File: config.mk
export PLATFORM = sky130hd
export DESIGN_NAME = gth_rx_prbs_check
export DESIGN_NICKNAME = d
export VERILOG_FILES = /design/src/rtl/quanet_prbs_pkg.sv /design/src/rtl/prbs_popcnt32.sv /design/src/rtl/gth_rx_prbs_check.sv
export SDC_FILE = /design/constraint.sdc
export NUM_CORES = 1
export LEC_CHECK = 0
export BUFFER_PORTS_ARGS = -buffer_cell sky130_fd_sc_hd__buf_2
export CORE_ASPECT_RATIO = 2
export CORE_UTILIZATION = 56
export CTS_BUF_LIST = sky130_fd_sc_hd__clkbuf_16
export DETAILED_ROUTE_END_ITERATION = 10
export PLACE_DENSITY = 0.79
export SETUP_SLACK_MARGIN = 0.15
export SYNTH_ARGS = -nofsm -noshare
export SYNTH_HDL_FRONTEND = slang
export SYNTH_HIERARCHICAL = 1
export SYNTH_SLANG_ARGS = --single-unit
File: constraint.sdc
create_clock -name clk -period 7.58 [get_ports clk]
set_clock_uncertainty 0.15 [all_clocks]
set_input_delay 0.758 -clock clk [delete_from_list [all_inputs] [get_ports clk]]
set_output_delay 0.758 -clock clk [all_outputs]
set_load 0.005 [all_outputs]
File: src/rtl/quanet_prbs_pkg.sv
// Purpose: shared PRBS31 constants, checker state encoding and counter widths.
// Latency: n/a (declarations and one combinational helper only).
// Backpressure: n/a.
package quanet_prbs_pkg;

    localparam int DATA_W     = 32;
    localparam int PRBS_TAP_A = 31;          // b[n] = b[n-31] ^ b[n-28]
    localparam int PRBS_TAP_B = 28;
    localparam int HIST_W     = PRBS_TAP_A;  // deepest lag reached from the current word
    localparam int NERR_W     = 6;           // popcount of a 32-bit word, 0..32
    localparam int ERR_CNT_W  = 32;
    localparam int WORD_CNT_W = 48;

    typedef enum logic [1:0] {
        ST_IDLE   = 2'd0,
        ST_SEARCH = 2'd1,
        ST_LOCKED = 2'd2
    } prbs_state_t;

    // Self-synchronous check: the expected bit comes from the received stream
    // itself. hist holds the newest HIST_W bits of the previous word (its bit 0
    // can never be reached by a 31-bit lag from a 32-bit word, so it is not kept).
    // Stream index HIST_W+i is data[i]; a lag of L maps to index HIST_W+i-L.
    function automatic logic [DATA_W-1:0] prbs31_mismatch(
        input logic [HIST_W-1:0] hist,
        input logic [DATA_W-1:0] data
    );
        logic [DATA_W+HIST_W-1:0] s;
        logic [DATA_W-1:0]        mis;
        s = {data, hist};
        for (int i = 0; i < DATA_W; i++) begin
            mis[i] = s[HIST_W+i] ^ s[HIST_W+i-PRBS_TAP_A] ^ s[HIST_W+i-PRBS_TAP_B];
        end
        return mis;
    endfunction

endpackage

File: src/rtl/prbs_popcnt32.sv
// Purpose: combinational 32->6 population count (adder tree), registered by the parent.
// Latency: 0 clocks (pure combinational).
// Backpressure: none.
// Ports: vec_i - 32-bit input vector; cnt_o - number of set bits, 0..32.
module prbs_popcnt32 (
    input  logic [31:0] vec_i,
    output logic [5:0]  cnt_o
);

    logic [1:0] l1 [16];
    logic [2:0] l2 [8];
    logic [3:0] l3 [4];
    logic [4:0] l4 [2];

    always_comb begin
        for (int i = 0; i < 16; i++) begin
            l1[i] = {1'b0, vec_i[2*i]} + {1'b0, vec_i[2*i+1]};
        end
        for (int i = 0; i < 8; i++) begin
            l2[i] = {1'b0, l1[2*i]} + {1'b0, l1[2*i+1]};
        end
        for (int i = 0; i < 4; i++) begin
            l3[i] = {1'b0, l2[2*i]} + {1'b0, l2[2*i+1]};
        end
        for (int i = 0; i < 2; i++) begin
            l4[i] = {1'b0, l3[2*i]} + {1'b0, l3[2*i+1]};
        end
        cnt_o = {1'b0, l4[0]} + {1'b0, l4[1]};
    end

endmodule

File: src/rtl/gth_rx_prbs_check.sv
// Purpose: self-synchronous PRBS31 receive checker with lock FSM and saturating error/word counters.
// Latency: 3 clocks from rx_data to err_pulse / counters / locked (S0 input, S1 mismatch, S2 popcount+state).
// Backpressure: none; accepts one word per clock, rx_vld low simply forces re-acquisition.
// Ports: clk/rstn - RX user clock, async active-low reset; rx_vld/rx_data - received word (bit 0 earliest);
//        clr_cnt - zeroes counters and lock_lost; locked, err_pulse, err_cnt, word_cnt, lock_lost - status.
module gth_rx_prbs_check
    import quanet_prbs_pkg::*;
#(
    parameter int unsigned LOCK_WORDS = 64,
    parameter int unsigned LOSS_WORDS = 4
) (
    input  logic                  clk,
    input  logic                  rstn,
    input  logic                  rx_vld,
    input  logic [DATA_W-1:0]     rx_data,
    input  logic                  clr_cnt,
    output logic                  locked,
    output logic                  err_pulse,
    output logic [ERR_CNT_W-1:0]  err_cnt,
    output logic [WORD_CNT_W-1:0] word_cnt,
    output logic                  lock_lost
);

    localparam int GOOD_W = $clog2(LOCK_WORDS + 1);
    localparam int BAD_W  = $clog2(LOSS_WORDS + 1);
    localparam logic [GOOD_W-1:0] GOOD_LAST = GOOD_W'(LOCK_WORDS - 1);
    localparam logic [BAD_W-1:0]  BAD_LAST  = BAD_W'(LOSS_WORDS - 1);

    // S0: input capture
    logic              s0_vld_q;
    logic [DATA_W-1:0] s0_data_q;

    // S1: history and mismatch
    logic [HIST_W-1:0] hist_q;
    logic              prime_q;   // history holds a valid previous word
    logic              s1_vld_q;
    logic              s1_chk_q;  // valid word that was actually checked
    logic              s1_zero_q;
    logic [DATA_W-1:0] s1_mis_q;

    // S2: state and counters
    prbs_state_t           state_q;
    logic [GOOD_W-1:0]     good_q;
    logic [BAD_W-1:0]      bad_q;
    logic                  locked_q;
    logic                  err_pulse_q;
    logic                  lock_lost_q;
    logic [ERR_CNT_W-1:0]  err_cnt_q;
    logic [WORD_CNT_W-1:0] word_cnt_q;

    logic [NERR_W-1:0]     nerr;
    logic                  word_bad;
    logic                  cnt_en;
    logic                  lost_set;
    logic [NERR_W-1:0]     err_inc;
    logic [ERR_CNT_W:0]    err_sum;
    logic [WORD_CNT_W:0]   word_sum;
    logic [ERR_CNT_W-1:0]  err_cnt_d;
    logic [WORD_CNT_W-1:0] word_cnt_d;
    logic                  lock_lost_d;

    always_ff @(posedge clk or negedge rstn) begin
        if (!rstn) begin
            s0_vld_q  <= 1'b0;
            s0_data_q <= '0;
        end else begin
            s0_vld_q  <= rx_vld;
            s0_data_q <= rx_data;
        end
    end

    // A gap in rx_vld invalidates the history, so the next valid word only primes it.
    always_ff @(posedge clk or negedge rstn) begin
        if (!rstn) begin
            hist_q    <= '0;
            prime_q   <= 1'b0;
            s1_vld_q  <= 1'b0;
            s1_chk_q  <= 1'b0;
            s1_zero_q <= 1'b0;
            s1_mis_q  <= '0;
        end else begin
            s1_vld_q  <= s0_vld_q;
            s1_chk_q  <= s0_vld_q & prime_q;
            s1_zero_q <= (s0_data_q == '0);
            s1_mis_q  <= prbs31_mismatch(hist_q, s0_data_q);
            prime_q   <= s0_vld_q;
            if (s0_vld_q) begin
                hist_q <= s0_data_q[DATA_W-1:DATA_W-HIST_W];
            end
        end
    end

    prbs_popcnt32 u_popcnt (
        .vec_i (s1_mis_q),
        .cnt_o (nerr)
    );

    // All-zero data satisfies the recurrence, so it is treated as errored.
    assign word_bad = (nerr != '0) || s1_zero_q;
    assign cnt_en   = (state_q == ST_LOCKED) && s1_vld_q && s1_chk_q;
    assign lost_set = (state_q == ST_LOCKED) &&
                      (!s1_vld_q || (s1_chk_q && word_bad && (bad_q == BAD_LAST)));

    // Saturating adds: one extra carry bit detects overflow. clr_cnt beats any increment.
    always_comb begin
        err_inc    = s1_zero_q ? NERR_W'(DATA_W) : nerr;
        err_sum    = {1'b0, err_cnt_q} + {{(ERR_CNT_W+1-NERR_W){1'b0}}, err_inc};
        word_sum   = {1'b0, word_cnt_q} + (WORD_CNT_W+1)'(1);
        err_cnt_d  = err_cnt_q;
        word_cnt_d = word_cnt_q;
        if (cnt_en) begin
            err_cnt_d  = err_sum[ERR_CNT_W]   ? '1 : err_sum[ERR_CNT_W-1:0];
            word_cnt_d = word_sum[WORD_CNT_W] ? '1 : word_sum[WORD_CNT_W-1:0];
        end
        if (clr_cnt) begin
            err_cnt_d  = '0;
            word_cnt_d = '0;
        end
        // A loss event coinciding with a clear is kept, so it is never silently missed.
        lock_lost_d = lost_set ? 1'b1 : (clr_cnt ? 1'b0 : lock_lost_q);
    end

    always_ff @(posedge clk or negedge rstn) begin
        if (!rstn) begin
            state_q     <= ST_IDLE;
            good_q      <= '0;
            bad_q       <= '0;
            locked_q    <= 1'b0;
            err_pulse_q <= 1'b0;
            lock_lost_q <= 1'b0;
            err_cnt_q   <= '0;
            word_cnt_q  <= '0;
        end else begin
            err_cnt_q   <= err_cnt_d;
            word_cnt_q  <= word_cnt_d;
            lock_lost_q <= lock_lost_d;
            err_pulse_q <= 1'b0;
            if (!s1_vld_q) begin
                state_q  <= ST_IDLE;
                locked_q <= 1'b0;
                good_q   <= '0;
                bad_q    <= '0;
            end else begin
                case (state_q)
                    ST_IDLE: begin
                        state_q <= ST_SEARCH;
                        good_q  <= '0;
                        bad_q   <= '0;
                    end
                    ST_SEARCH: begin
                        if (s1_chk_q) begin
                            if (word_bad) begin
                                good_q <= '0;
                            end else if (good_q == GOOD_LAST) begin
                                state_q  <= ST_LOCKED;
                                locked_q <= 1'b1;
                                good_q   <= '0;
                                bad_q    <= '0;
                            end else begin
                                good_q <= good_q + GOOD_W'(1);
                            end
                        end
                    end
                    ST_LOCKED: begin
                        if (word_bad) begin
                            err_pulse_q <= 1'b1;
                            if (bad_q == BAD_LAST) begin
                                state_q  <= ST_SEARCH;
                                locked_q <= 1'b0;
                                bad_q    <= '0;
                                good_q   <= '0;
                            end else begin
                                bad_q <= bad_q + BAD_W'(1);
                            end
                        end else begin
                            bad_q <= '0;
                        end
                    end
                    default: begin
                        state_q  <= ST_IDLE;
                        locked_q <= 1'b0;
                    end
                endcase
            end
        end
    end

    assign locked    = locked_q;
    assign err_pulse = err_pulse_q;
    assign err_cnt   = err_cnt_q;
    assign word_cnt  = word_cnt_q;
    assign lock_lost = lock_lost_q;

endmodule

# Word-level counts from Yosys, hierarchy flattened
# Cells that the tools add are included.
[totals]
regBits = 194
in_bits = 36
out_inout_bits = 83
[op_classes]
n_addsub = 35
eq_ne = 11
mux = 40
bitwise_logic = 65
n_reduce_logical = 17
[op_table]
columns = ["cell", "count"]
rows = [
  ["2-to-1 mux 48 bit", 3],
  ["2-to-1 mux 32 bit", 3],
  ["XOR 1 bit", 64],
  ["adder 48 x 1 -> 49 bit, second input constant", 1],
  ["2-to-1 mux 7 bit", 6],
  ["adder 32 x 6 -> 33 bit", 1],
  ["adder 1 x 1 -> 2 bit", 16],
  ["logical NOT 32 bit", 1],
  ["adder 2 x 2 -> 3 bit", 8],
  ["one-hot mux 7 bit (3 select lines)", 1],
  ["2-to-1 mux 3 bit", 6],
  ["adder 3 x 3 -> 4 bit", 4],
  ["2-to-1 mux 2 bit", 6],
  ["!= test 3 bit, second input constant", 4],
  ["2-to-1 mux 1 bit", 11],
  ["adder 4 x 4 -> 5 bit", 2],
  ["one-hot mux 3 bit (3 select lines)", 1],
  ["AND reduction 4 bit", 2],
  ["adder 7 x 1 -> 7 bit, second input constant", 1],
  ["== test 7 x 6 -> 1 bit, second input constant", 1],
  ["adder 5 x 5 -> 6 bit", 1],
  ["2-to-1 mux 6 bit", 1],
  ["one-hot mux 2 bit (3 select lines)", 1],
  ["AND reduction 6 bit", 1],
  ["16 further kinds", 22],
]

# Logic depth before layout (Yosys ltp)
# Gate-level depths: netlist (run 1).
[logic_depth]
word_depth = 12
depth_mapped = 25

# Modules after synthesis
# Netlist (run 1), hierarchy kept.
[by_module_without_submodules]
columns = ["module", "n_inst", "cells_per_inst", "area_per_inst_um2"]
rows = [
  ["gth_rx_prbs_check", 1, 824, 9039.9],
  ["prbs_popcnt32", 1, 73, 758.2],
]

# Worst setup path after synthesis (run 1)
# Ideal clock, no wire load.
[synth_path]
path_kind = "register to register"
start = "reg s1_mis_q[0]"
end = "reg err_cnt_q[17], in the netlist err_cnt[17]"
setup_time_ns = 0.136
t_arrival_ns = 6.086
required_time_ns = 7.294
slack_ns = 1.208
stages_incl_launch_ff = 23
path_buffers = 0
period_less_slack_ns = 6.372
cell_sequence = "dfrtp_1 > inv_1 > fa_1 > inv_1 > fa_1 > fa_1 > fa_1 > fa_1 > inv_1 > fa_1 > inv_1 > ha_1 > a21o_1 > a21oi_2 > o21ai_0 > or2_2 > ha_1 > o21ai_0 > nor3_1 > and2_1 > a2111oi_0 > nand2b_1 > a21oi_1"
[synth_between]
elab_chain_cells = 10
[synth_lines]
columns = ["element", "line_no", "source"]
rows = [
  ["from (decl)", "gth_rx_prbs_check.sv:39", "logic [DATA_W-1:0] s1_mis_q;"],
  ["from (signal assigned)", "gth_rx_prbs_check.sv:85", "s1_mis_q <= prbs31_mismatch(hist_q, s0_data_q);"],
  ["adder 1 x 1 -> 2 bit", "prbs_popcnt32.sv:17", "l1[i] = {1'b0, vec_i[2*i]} + {1'b0, vec_i[2*i+1]};"],
  ["adder 2 x 2 -> 3 bit", "prbs_popcnt32.sv:20", "l2[i] = {1'b0, l1[2*i]} + {1'b0, l1[2*i+1]};"],
  ["adder 3 x 3 -> 4 bit", "prbs_popcnt32.sv:23", "l3[i] = {1'b0, l2[2*i]} + {1'b0, l2[2*i+1]};"],
  ["adder 4 x 4 -> 5 bit", "prbs_popcnt32.sv:26", "l4[i] = {1'b0, l3[2*i]} + {1'b0, l3[2*i+1]};"],
  ["adder 5 x 5 -> 6 bit", "prbs_popcnt32.sv:28", "cnt_o = {1'b0, l4[0]} + {1'b0, l4[1]};"],
  ["named net nerr[5]", "gth_rx_prbs_check.sv:51", "logic [NERR_W-1:0] nerr;"],
  ["2-to-1 mux 6 bit", "gth_rx_prbs_check.sv:106", "err_inc = s1_zero_q ? NERR_W'(DATA_W) : nerr;"],
  ["adder 32 x 6 -> 33 bit", "gth_rx_prbs_check.sv:107", "err_sum = {1'b0, err_cnt_q} + {{(ERR_CNT_W+1-NERR_W){1'b0}}, err_inc};"],
  ["2-to-1 mux 32 bit", "gth_rx_prbs_check.sv:112", "err_cnt_d = err_sum[ERR_CNT_W] ? '1 : err_sum[ERR_CNT_W-1:0];"],
  ["2-to-1 mux 32 bit", "gth_rx_prbs_check.sv:111", "if (cnt_en) begin"],
  ["2-to-1 mux 32 bit", "gth_rx_prbs_check.sv:115", "if (clr_cnt) begin"],
  ["to (signal assigned)", "gth_rx_prbs_check.sv:134", "err_cnt_q <= err_cnt_d;"],
  ["to (decl)", "gth_rx_prbs_check.sv:48", "logic [ERR_CNT_W-1:0] err_cnt_q;"],
]
# The timed path passes the listed nets, and every way through them passes these cells. The select of a mux whose other input is x is not followed.
# A chain may end at the register's enable or synchronous reset.

# Final worst setup path (run 1)
# Same ends and word-level chain as after synthesis.

==> results.md, run 1 <==
- Status: finished clean
- Unique cell type count in the Yosys netlist: 67
- Cell with the most instances after synthesis: dfrtp_1
- Setup bufs post-CTS: 0
- RSZ-0062 raised after global routing: no
- Reg clk slew, reported paths: 0.08 ns
- Number of synthesized flops with an enable pin: 0
- Fin crit share: 0.937
- Critical path's largest stage delay: 0.81 ns
- # IOs: 119
- Syn_nets: 974
- Post_cts resized: 0
- All-Layer GR Usage: 0.261
- Critical Path AT: 7.23 ns
- Worst EP required: 7.71 ns
- Clock Tree Buf Depth: 2
- Global route total overflow: 0
- Inserted Clock Buffers: 17
- Layout cells sized above 1: 0.214
- Post-synth top area cell: dfrtp_1
- Initial antenna violation count: 0
- Delay-heaviest family, CP: adder cells
- Critical path type: reg -> reg
- Hpwl dp: 16.3 mm
- RePlAce Congestion: 0.895
- Worst-Margin Slew: 0.933 ns
- Max Cap Viol: 0
- DRT Pass-1 Iters: 6
- CTS tree: done
- Final WL: 22.3 mm
- Multi-input gate area: 0.00462 mm2
- Top post-synthesis cells by count: dfrtp_1 (194), xnor2_1 (68), nor2_1 (65), inv_1 (47), nor3_1 (44)
- Global-route wire length before repair: 36.2 mm
- Register area: 0.00485 mm2
- Crit path time final: 7.10 ns
- Vias in the first global route: 7555
- HP Class: in -> async
- Setup crit start kind: flop
- Critical-path top delay cell: a2111oi_0
- Relative slew slack: 0.362
- Initial Util: 0.570
- DRC viols: 0
- Die Y-Extent: 189 um
- Pin count of the biggest net entering global routing: 84
- Antenna cell count: 0
- Pins Over Slew Limit: 0
- Gate Count Post-Synth: 897
- Synthesis-to-layout area growth: 13.8%
- Cell Chain, Critical Path: inv_1, fa_1, inv_1, fa_1, fa_1, fa_1, fa_1, inv_1, fa_1, inv_1, ha_1, a21o_1, a21oi_2, o21ai_0, or2_2, ha_1, o21ai_0, nor3_1, and2_1, a2111oi_0, nand2b_1, a21oi_1
- Iter 0 DRT Violations: 395
- FILL cells: 1373
- # rows: 68
- Yosys reg bits: 194
- CTS H-tree lvls: 4
- Synth async-reset ratio: 1.00
- Wirelength per Cell: 18.0 um
- Vias: 7560
- Final hold vios: 0
- Largest cells by area after synthesis: dfrtp_1 (50%), xnor2_1 (6.1%), fa_1 (5.1%)
- CP max FO: 4
- DIE WIDTH: 95.5 um
- Final nets: 1088
- Vias/cell: 6.13
- Worst Path Buf+Inv: 4
- Mapped cell area: 0.00980 mm2
- Die ar.: 0.0181 mm2
- Final setup vio count: 0
- Ys flop type: dfrtp_1
- Fmax: 141 MHz
- Yosys top cell area share: 0.495
- Crit-path most repeated cell: fa_1
- Total core area: 0.0172 mm2
- Worst skew pair latency: 0.44 ns
- Clk sinks: 194
- R2r setup slk: 0.48 ns
- Final setup TNS: 0 ns
- CTS Hold Bufs: 0
- Port Buffers: 118
- Yosys warning count: 6
- Crit. End Element: flop
- Clk root buf: clkbuf_16
- Seq/Total Area, Yosys: 0.495
- Avg Inst Size Synth: 10.9 um2
- Final ANT Viol Nets: 0
- Final core occ: 0.649
kinds of logic after synthesis:
| group | synth area share |
|---|---|
| XOR/XNOR | 0.0626 |
| buffers and inverters | 0.0331 |
| flip-flops | 0.495 |
| AO/OA/AOI/OAI | 0.120 |
| multiplexers | 0.0377 |
| adder cells (fa/ha/maj) | 0.0715 |
| AND/OR/NAND/NOR | 0.180 |
path summary, 6_finish.rpt:
kind / start / endpoint / cells after the start
min reg2reg: bad_q[2] / bad_q[2] / 1
max in group asynchronous: rstn / hist_q[0] / 2
min: rstn / word_cnt[35] / 1
max reg2reg: s1_mis_q[0] / err_cnt[17] / 22
max: s1_mis_q[0] / err_cnt[17] / 22
min in group clk: rx_data[24] / s0_data_q[24] / 1
state kept, by name (all words and copies together), names as in the netlist:
name	cells
word_cnt	48
err_cnt	32
s0_data_q	32
s1_mis_q	32
hist_q	31
good_q	7
bad_q	3
state_q	2
err_pulse	1
lock_lost	1
locked	1
s0_vld_q	1
s1_chk_q	1
s1_vld_q	1
s1_zero_q	1
area by class of cell:
| type | count | share of cell area |
|---|---|---|
| Tap cell | 210 | 0.0236 |
| Sequential cell | 194 | 0.435 |
| Inverter | 47 | 0.0158 |
| Timing Repair Buffer | 126 | 0.0591 |
| Clock buffer | 17 | 0.0381 |
| Clock inverter | 15 | 0.0136 |
| Multi-Input combinational cell | 625 | 0.414 |
layout by cell type (no fill, tap or decap), types with 4 or more instances in the layout:
master and count:
a211oi_1 18, a21o_1 5, a21oi_1 31, a221oi_1 6, a311oi_1 17, a31oi_1 22, a41oi_1 7, and2_1 16
and3_1 32, and4_1 8, buf_2 117, buf_4 8, clkbuf_16 17, clkinv_4 4, dfrtp_1 194, fa_1 25
ha_1 16, inv_1 47, inv_8 4, mux2_2 31, nand2_1 32, nand2b_1 7, nand3_1 19, nand4_1 18
nor2_1 64, nor2b_1 13, nor3_1 44, nor3_2 5, nor4_1 16, nor4b_1 4, o21a_1 9, o21ai_0 24
o21bai_1 5, o31ai_1 4, or2_2 5, or4_1 5, xnor2_1 68
worst reg2reg max path, stage by stage, from the launching register on:
cell	delay (ns)
dfrtp_1	0.32
inv_1	0.05
fa_1	0.53
inv_1	0.06
fa_1	0.41
fa_1	0.51
fa_1	0.53
fa_1	0.56
inv_1	0.07
fa_1	0.60
inv_1	0.07
ha_1	0.30
a21o_1	0.20
a21oi_2	0.17
o21ai_0	0.12
or2_2	0.30
ha_1	0.33
o21ai_0	0.30
nor3_1	0.10
and2_1	0.20
a2111oi_0	0.81
nand2b_1	0.20
a21oi_1	0.06
routing by layer:
layer | global-route usage | routed length (um) | part of all wire | vias up
li1 | - | - | - | 3485
met1 | 0.278 | 7820 | 0.35 | 3709
met2 | 0.468 | 12300 | 0.55 | 276
met3 | 0.0369 | 967 | 0.043 | 90
met4 | 0.164 | 1160 | 0.052 | 0
met5 | 0 | 0 | 0 | -
stage by stage:
| step | setup slack [ns] | hold WS [ns] | instances | instance area [um2] |
|---|---|---|---|---|
| 2_1_floorplan | 1.21 | 0.202 | 897 | 9800 |
| 3_3_place_gp | 0.772 | 0.310 | 1202 | 10600 |
| 3_5_place_dp | 0.515 | 0.323 | 1202 | 10600 |
| 4_1_cts | 0.491 | 0.185 | 1234 | 11100 |
| 5_1_grt | 0.206 | 0.212 | 1234 | 11200 |
| 6_report | 0.481 | 0.151 | 1234 | 11200 |
Power of run 1 is left out: the tool's default activity adds up to more than one toggle a clock period on the data nets, which glitch-free logic cannot reach.
==> run 2, diff against run 1 <==
--- a/config.mk
+++ b/config.mk
@@ -11,6 +11,7 @@
 export CTS_BUF_LIST = sky130_fd_sc_hd__clkbuf_16
 export DETAILED_ROUTE_END_ITERATION = 10
 export PLACE_DENSITY = 0.79
+export REMOVE_ABC_BUFFERS = 1
 export SETUP_SLACK_MARGIN = 0.15
 export SYNTH_ARGS = -nofsm -noshare
 export SYNTH_HDL_FRONTEND = slang
==> run 2 against run 1 <==
  * The run now ends with DRC left
  * Die area did not move
  * Register-to-register slack improved by 0.07 ns
  * Largest cell class unchanged
  * Fmax rose by 1.1%
  * Non-clock buffer count fell by 1
  * Count of clock-buffer cells in the layout did not move
  * Wire length rose by 0.34%
  * Worst hold slack improved by 0.12 ns
  * Global-route usage rose by 0.062 points
  * Setup slack improved by 0.075 ns
  * Final cell count barely moved
  * Sequential share of layout area barely moved
==> results.md, run 2 (synthesis results as in run 1) <==
- Die ar.: 0.0181 mm2 (unchanged)
- Max Cap Viol: 0 (unchanged)
- Layout cells sized above 1: 0.211 (-0.00272)
- Critical path type: reg -> reg
- Placed Instances: 1201 (-0.083%)
- DRC viols: 1 (+1)
- CTS H-tree lvls: 4 (unchanged)
- Crit. End Element: flop
- # rows: 68 (unchanged)
- Total core area: 0.0172 mm2 (unchanged)
- Antenna cell count: 0 (unchanged)
- RePlAce Congestion: 0.864 (-3.5%)
- Min-delay src: rx_data[25]
- Failing checks: DRC
- Final nets: 1087 (-0.092%)
- Worst skew pair latency: 0.44 ns (about the same)
- Initial antenna violation count: 0 (unchanged)
- Most common cell after layout, fill and taps aside: dfrtp_1
- Cell Count, Final, Fillers Out: 1233 (-0.081%)
- Setup bufs post-CTS: 0 (unchanged)
- Iter 0 DRT Violations: 307 (-22%)
- Port Buffers: 118 (unchanged)
- CTS tree: done
- All-Layer GR Usage: 0.262 (+0.000622)
- Vias: 7430 (-1.7%)
- DIE WIDTH: 95.5 um (unchanged)
- CP max FO: 4 (unchanged)
- Final WL: 22.3 mm (+0.34%)
- Fmax: 142 MHz (+1.1%)
- Global-route wire length before repair: 36.2 mm (-0.11%)
- # IOs: 119 (unchanged)
- Reg clk slew, reported paths: 0.08 ns (about the same)
- Global route total overflow: 0 (unchanged)
- DRT Pass-1 Iters: 9 (+3)
- Setup crit start kind: flop
- Final hold vios: 0 (unchanged)
- Pin count of the biggest net entering global routing: 118 (+40%)
- Max reg flops: 48 (unchanged)
- Vias in the first global route: 7557 (+0.026%)
- Final ANT Viol Nets: 0 (unchanged)
- Clk root buf: clkbuf_16
- Fin crit share: 0.927 (-0.00985)
- Relative slew slack: 0.371 (+0.00878)
- Most frequent cells in the layout: dfrtp_1 (194), buf_2 (117), xnor2_1 (68), nor2_1 (65), inv_1 (48)
- RSZ-0062 raised after global routing: no
- Final setup vio count: 0 (unchanged)
- Critical Path AT: 7.16 ns (-0.07 ns)
- Die Y-Extent: 189 um (unchanged)
- Worst-Margin Slew: 0.944 ns (+0.0110 ns)
- Crit path time final: 7.02 ns (-0.0747 ns)
- Vias/cell: 6.03 (-1.6%)
- Pins Over Slew Limit: 0 (unchanged)
- Inserted Clock Buffers: 17 (unchanged)
- Initial Util: 0.570 (unchanged)
- Worst EP required: 7.71 ns (about the same)
- Post_cts resized: 0 (unchanged)
- Clock Tree Buf Depth: 2 (unchanged)
- Synthesis-to-layout area growth: 13.7% (about the same)
- Status: finished, violations left
- Crit path launch: s1_mis_q[0]
- HP Class: in -> reg
- Clk sinks: 194 (unchanged)
- CTS Hold Bufs: 0 (unchanged)
- Final setup TNS: 0 ns (unchanged)
- Hpwl dp: 16.0 mm (-1.5%)
- R2r startpoint: s1_mis_q[0]
- Wirelength per Cell: 18.1 um (+0.42%)
## run 2: area by class of cell
class / instances / area [um2]
clock inverters: 15 / 154
well taps: 210 / 263
flip-flops and latches: 194 / 4850
clock buffers: 17 / 425
repair buffers: 125 / 652
inverters: 47 / 176
multi-input cells: 625 / 4620
fillers: 1414 / 6040
## run 2: worst paths after layout
path                                 end  slack, ns  cells past startpoint
max reg2reg                  err_cnt[17]       0.56                     22
max in group asynchronous     hist_q[16]       5.43                      2
min in group asynchronous   word_cnt[19]       0.31                      1
min                        s0_data_q[25]       0.27                      1
min reg2reg                    good_q[6]       0.35                      1
max                          err_cnt[17]       0.56                     22
## run 2: per-layer routing
metal,vias up,track usage,part of all wire
met4,0,0.138,0.039
met3,71,0.0426,0.043
li1,3470,-,-
met1,3662,0.275,0.36
met2,227,0.482,0.56
met5,-,0,0
## run 2: stage by stage
step           setup slack [ns]  utilization  cell area [um2]  hold slack [ns]
6_report                  0.556        0.648            11100            0.273
5_1_grt                   0.178        0.648            11100            0.259
4_1_cts                   0.542        0.648            11100            0.258
3_5_place_dp              0.561        0.615            10600            0.335
3_3_place_gp              0.788        0.615            10600            0.312
2_1_floorplan              1.04            -             9650            0.298
## run 2: worst max-delay path, cell delays in order (launching register included)
cell and delay, ns:
dfrtp_1 0.33, inv_1 0.06, fa_1 0.54, inv_1 0.07, fa_1 0.42, fa_1 0.52
fa_1 0.53, fa_1 0.56, inv_1 0.06, fa_1 0.59, inv_1 0.06, ha_1 0.29
a21o_1 0.20, a21oi_2 0.19, o21ai_0 0.14, or2_2 0.32, ha_1 0.33, o21ai_0 0.27
nor3_1 0.09, and2_1 0.19, a2111oi_0 0.72, nand2b_1 0.20, a21oi_1 0.06
Power of run 2 is left out for the same reason.
==> run 3, diff against run 2 <==
--- a/config.mk
+++ b/config.mk
@@ -10,6 +10,7 @@
 export CORE_UTILIZATION = 56
 export CTS_BUF_LIST = sky130_fd_sc_hd__clkbuf_16
 export DETAILED_ROUTE_END_ITERATION = 10
+export HOLD_SLACK_MARGIN = 0.06
 export PLACE_DENSITY = 0.79
 export REMOVE_ABC_BUFFERS = 1
 export SETUP_SLACK_MARGIN = 0.15
==> constraint.sdc (replaced) <==
create_clock -name clk -period 6.73 [get_ports clk]
set_clock_uncertainty 0.15 [all_clocks]
set_input_delay 0.673 -clock clk [delete_from_list [all_inputs] [get_ports clk]]
set_output_delay 0.673 -clock clk [all_outputs]
set_load 0.005 [all_outputs]
==> run 3 against run 2 <==
  * The run now ends clean
  * Critical path depth increased by 4
  * Fmax is 8.4% higher
  * First-iteration DRC count rose by 17%
  * Register-to-register slack got worse by 0.31 ns
  * Wire length is 2.2% higher
  * Count of clock-buffer cells in the layout unchanged
  * Core utilization up 2.2 points
  * Design area is 3.3% higher
==> results.md, run 3 (synthesis results as in run 1) <==
- Status: finished clean
- Global-route wire length before repair: 36.5 mm (+1.1%)
- Critical path type: reg -> reg
- CP max FO: 6 (+2)
- Vias/cell: 6.10 (+1.2%)
- Clk sinks: 194 (unchanged)
- Wirelength per Cell: 18.3 um (+0.89%)
- Most frequent cells in the layout: dfrtp_1 (194), buf_2 (117), xnor2_1 (68), nor2_1 (63), inv_1 (43)
- R2r setup slk: 0.25 ns (-0.31 ns)
- Top sig layer: met4
- Die ar.: 0.0181 mm2 (unchanged)
- Placed Instances: 1209 (+0.67%)
- Setup crit start kind: flop
- Layout cells sized above 1: 0.258 (+0.0468)
- Post-route worst setup slack: 0.248 ns (-0.308 ns)
- Worst-Margin Slew: 0.966 ns (+0.0221 ns)
- Clock Tree Buf Depth: 2 (unchanged)
- DRC viols: 0 (-1)
- Met2 Wirelength: 12.9 mm (+2.7%)
- RSZ-0062 raised after global routing: yes
- Iter 0 DRT Violations: 360 (+17%)
- Worst EP required: 6.91 ns (-0.80 ns)
- Global route total overflow: 0 (unchanged)
- Critical-path top delay cell: fa_1
- Die Y-Extent: 189 um (unchanged)
- Delay-heaviest family, CP: adder cells
- Inserted Clock Buffers: 17 (unchanged)
- Post-Layout Inst Area: 0.0115 mm2 (+3.3%)
- Met3 wire len: 979 um (+2.1%)
- Antenna cell count: 0 (unchanged)
- Register area: 0.00485 mm2 (unchanged)
- Hpwl dp: 16.1 mm (+0.17%)
- Relative slew slack: 0.356 (-0.0147)
- # IOs: 119 (unchanged)
- DP Area: 0.0106 mm2 (+0.57%)
- Most common cell after layout, fill and taps aside: dfrtp_1
- Total core area: 0.0172 mm2 (unchanged)
- Final hold vios: 0 (unchanged)
- Worst hold slack: 0.192 ns (-0.0813 ns)
- Dpl ws: -0.0134 ns (-0.574 ns)
- Critical path's largest stage delay: 0.55 ns (-0.17 ns)
- Crit-path most repeated cell: fa_1
- RePlAce Congestion: 0.890 (+3.0%)
- Vias: 7616 (+2.5%)
- CTS tree: done
- Pin count of the biggest net entering global routing: 121 (+2.5%)
- Multi-input gate area: 0.00480 mm2 (+4.0%)
- FILL cells: 1368 (-3.3%)
- Crit. End Element: flop
- Worst Path Buf+Inv: 7 (+3)
- Initial Util: 0.570 (unchanged)
- CTS H-tree lvls: 4 (unchanged)
- Max Cap Viol: 0 (unchanged)
- Synthesis-to-layout area growth: 17.5%
- Critical Path AT: 6.66 ns (-0.50 ns)
- Final setup vio count: 0 (unchanged)
- Port Buffers: 118 (unchanged)
- Worst skew pair latency: 0.43 ns (about the same)
- DRT Pass-1 Iters: 7 (-2)
- Cell Count, Final, Fillers Out: 1249 (+1.3%)
- Crit path time final: 6.48 ns (-0.542 ns)
- Fmax: 154 MHz (+8.4%)
- Initial antenna violation count: 0 (unchanged)
- M1 WL: 7.95 mm (about the same)
- Final ANT Viol Nets: 0 (unchanged)
- Max reg flops: 48 (unchanged)
- Final nets: 1103 (+1.5%)
- All-Layer GR Usage: 0.262 (+0.000293)
- DIE WIDTH: 95.5 um (unchanged)
- HP Class: in -> reg
- Fin crit share: 0.963 (+0.0365)
- Pins Over Slew Limit: 0 (unchanged)
- Clk root buf: clkbuf_16
- Final WL: 22.8 mm (+2.2%)
- Vias in the first global route: 7567 (+0.13%)
- # rows: 68 (unchanged)
- Reg clk slew, reported paths: 0.08 ns (about the same)
[run 3: changes by cell type in the layout (fill, tap and decap cells not counted), sizes merged]
| cell | before | now |
|---|---|---|
| bufinv | 1 | 4 |
| clkinv | 2 | 4 |
| buf | 124 | 140 |
| clkinvlp | 5 | 0 |
[run 3: timing repair]
item	4_1_cts	5_1_grt
endpoints found under the setup margin	24	37
hold buffers	0	0
pin swaps	8	16
resized for setup	5	47
setup buffers	3	5
[run 3: final timing paths]
kind / start / to / depth (start not counted)
min in group asynchronous: rstn / word_cnt[7] / 1
max reg2reg: s1_mis_q[0] / err_cnt[15] / 26
max in group asynchronous: rstn / s1_mis_q[13] / 2
min: rx_data[27] / s0_data_q[27] / 1
max: s1_mis_q[0] / err_cnt[15] / 26
min reg2reg: good_q[6] / good_q[6] / 1
[run 3: final cells by class]
| class | count | area share |
|---|---|---|
| sequential | 194 | 0.422 |
| multi-input combinational | 625 | 0.417 |
| timing repair buffer | 141 | 0.0674 |
| clock buffer | 17 | 0.0369 |
| tap | 210 | 0.0228 |
| clock inverter | 15 | 0.0188 |
| inverter | 47 | 0.0153 |
[run 3: per-stage QoR]
| step | utilization | TNS (ns) |
|---|---|---|
| final | 0.670 | 0 |
| after global routing | 0.670 | -0.00894 |
| after CTS | 0.658 | 0 |
| after floorplan | - | 0 |
| after detailed placement | 0.618 | -0.0233 |
| after global placement | 0.618 | 0 |
[run 3: routing by layer]
| metal | global-route usage | up-vias |
|---|---|---|
| met3 | 0.0446 | 74 |
| met5 | 0 | - |
| met4 | 0.138 | 0 |
| met2 | 0.477 | 255 |
| li1 | - | 3505 |
| met1 | 0.279 | 3782 |
Power of run 3 is left out for the same reason.
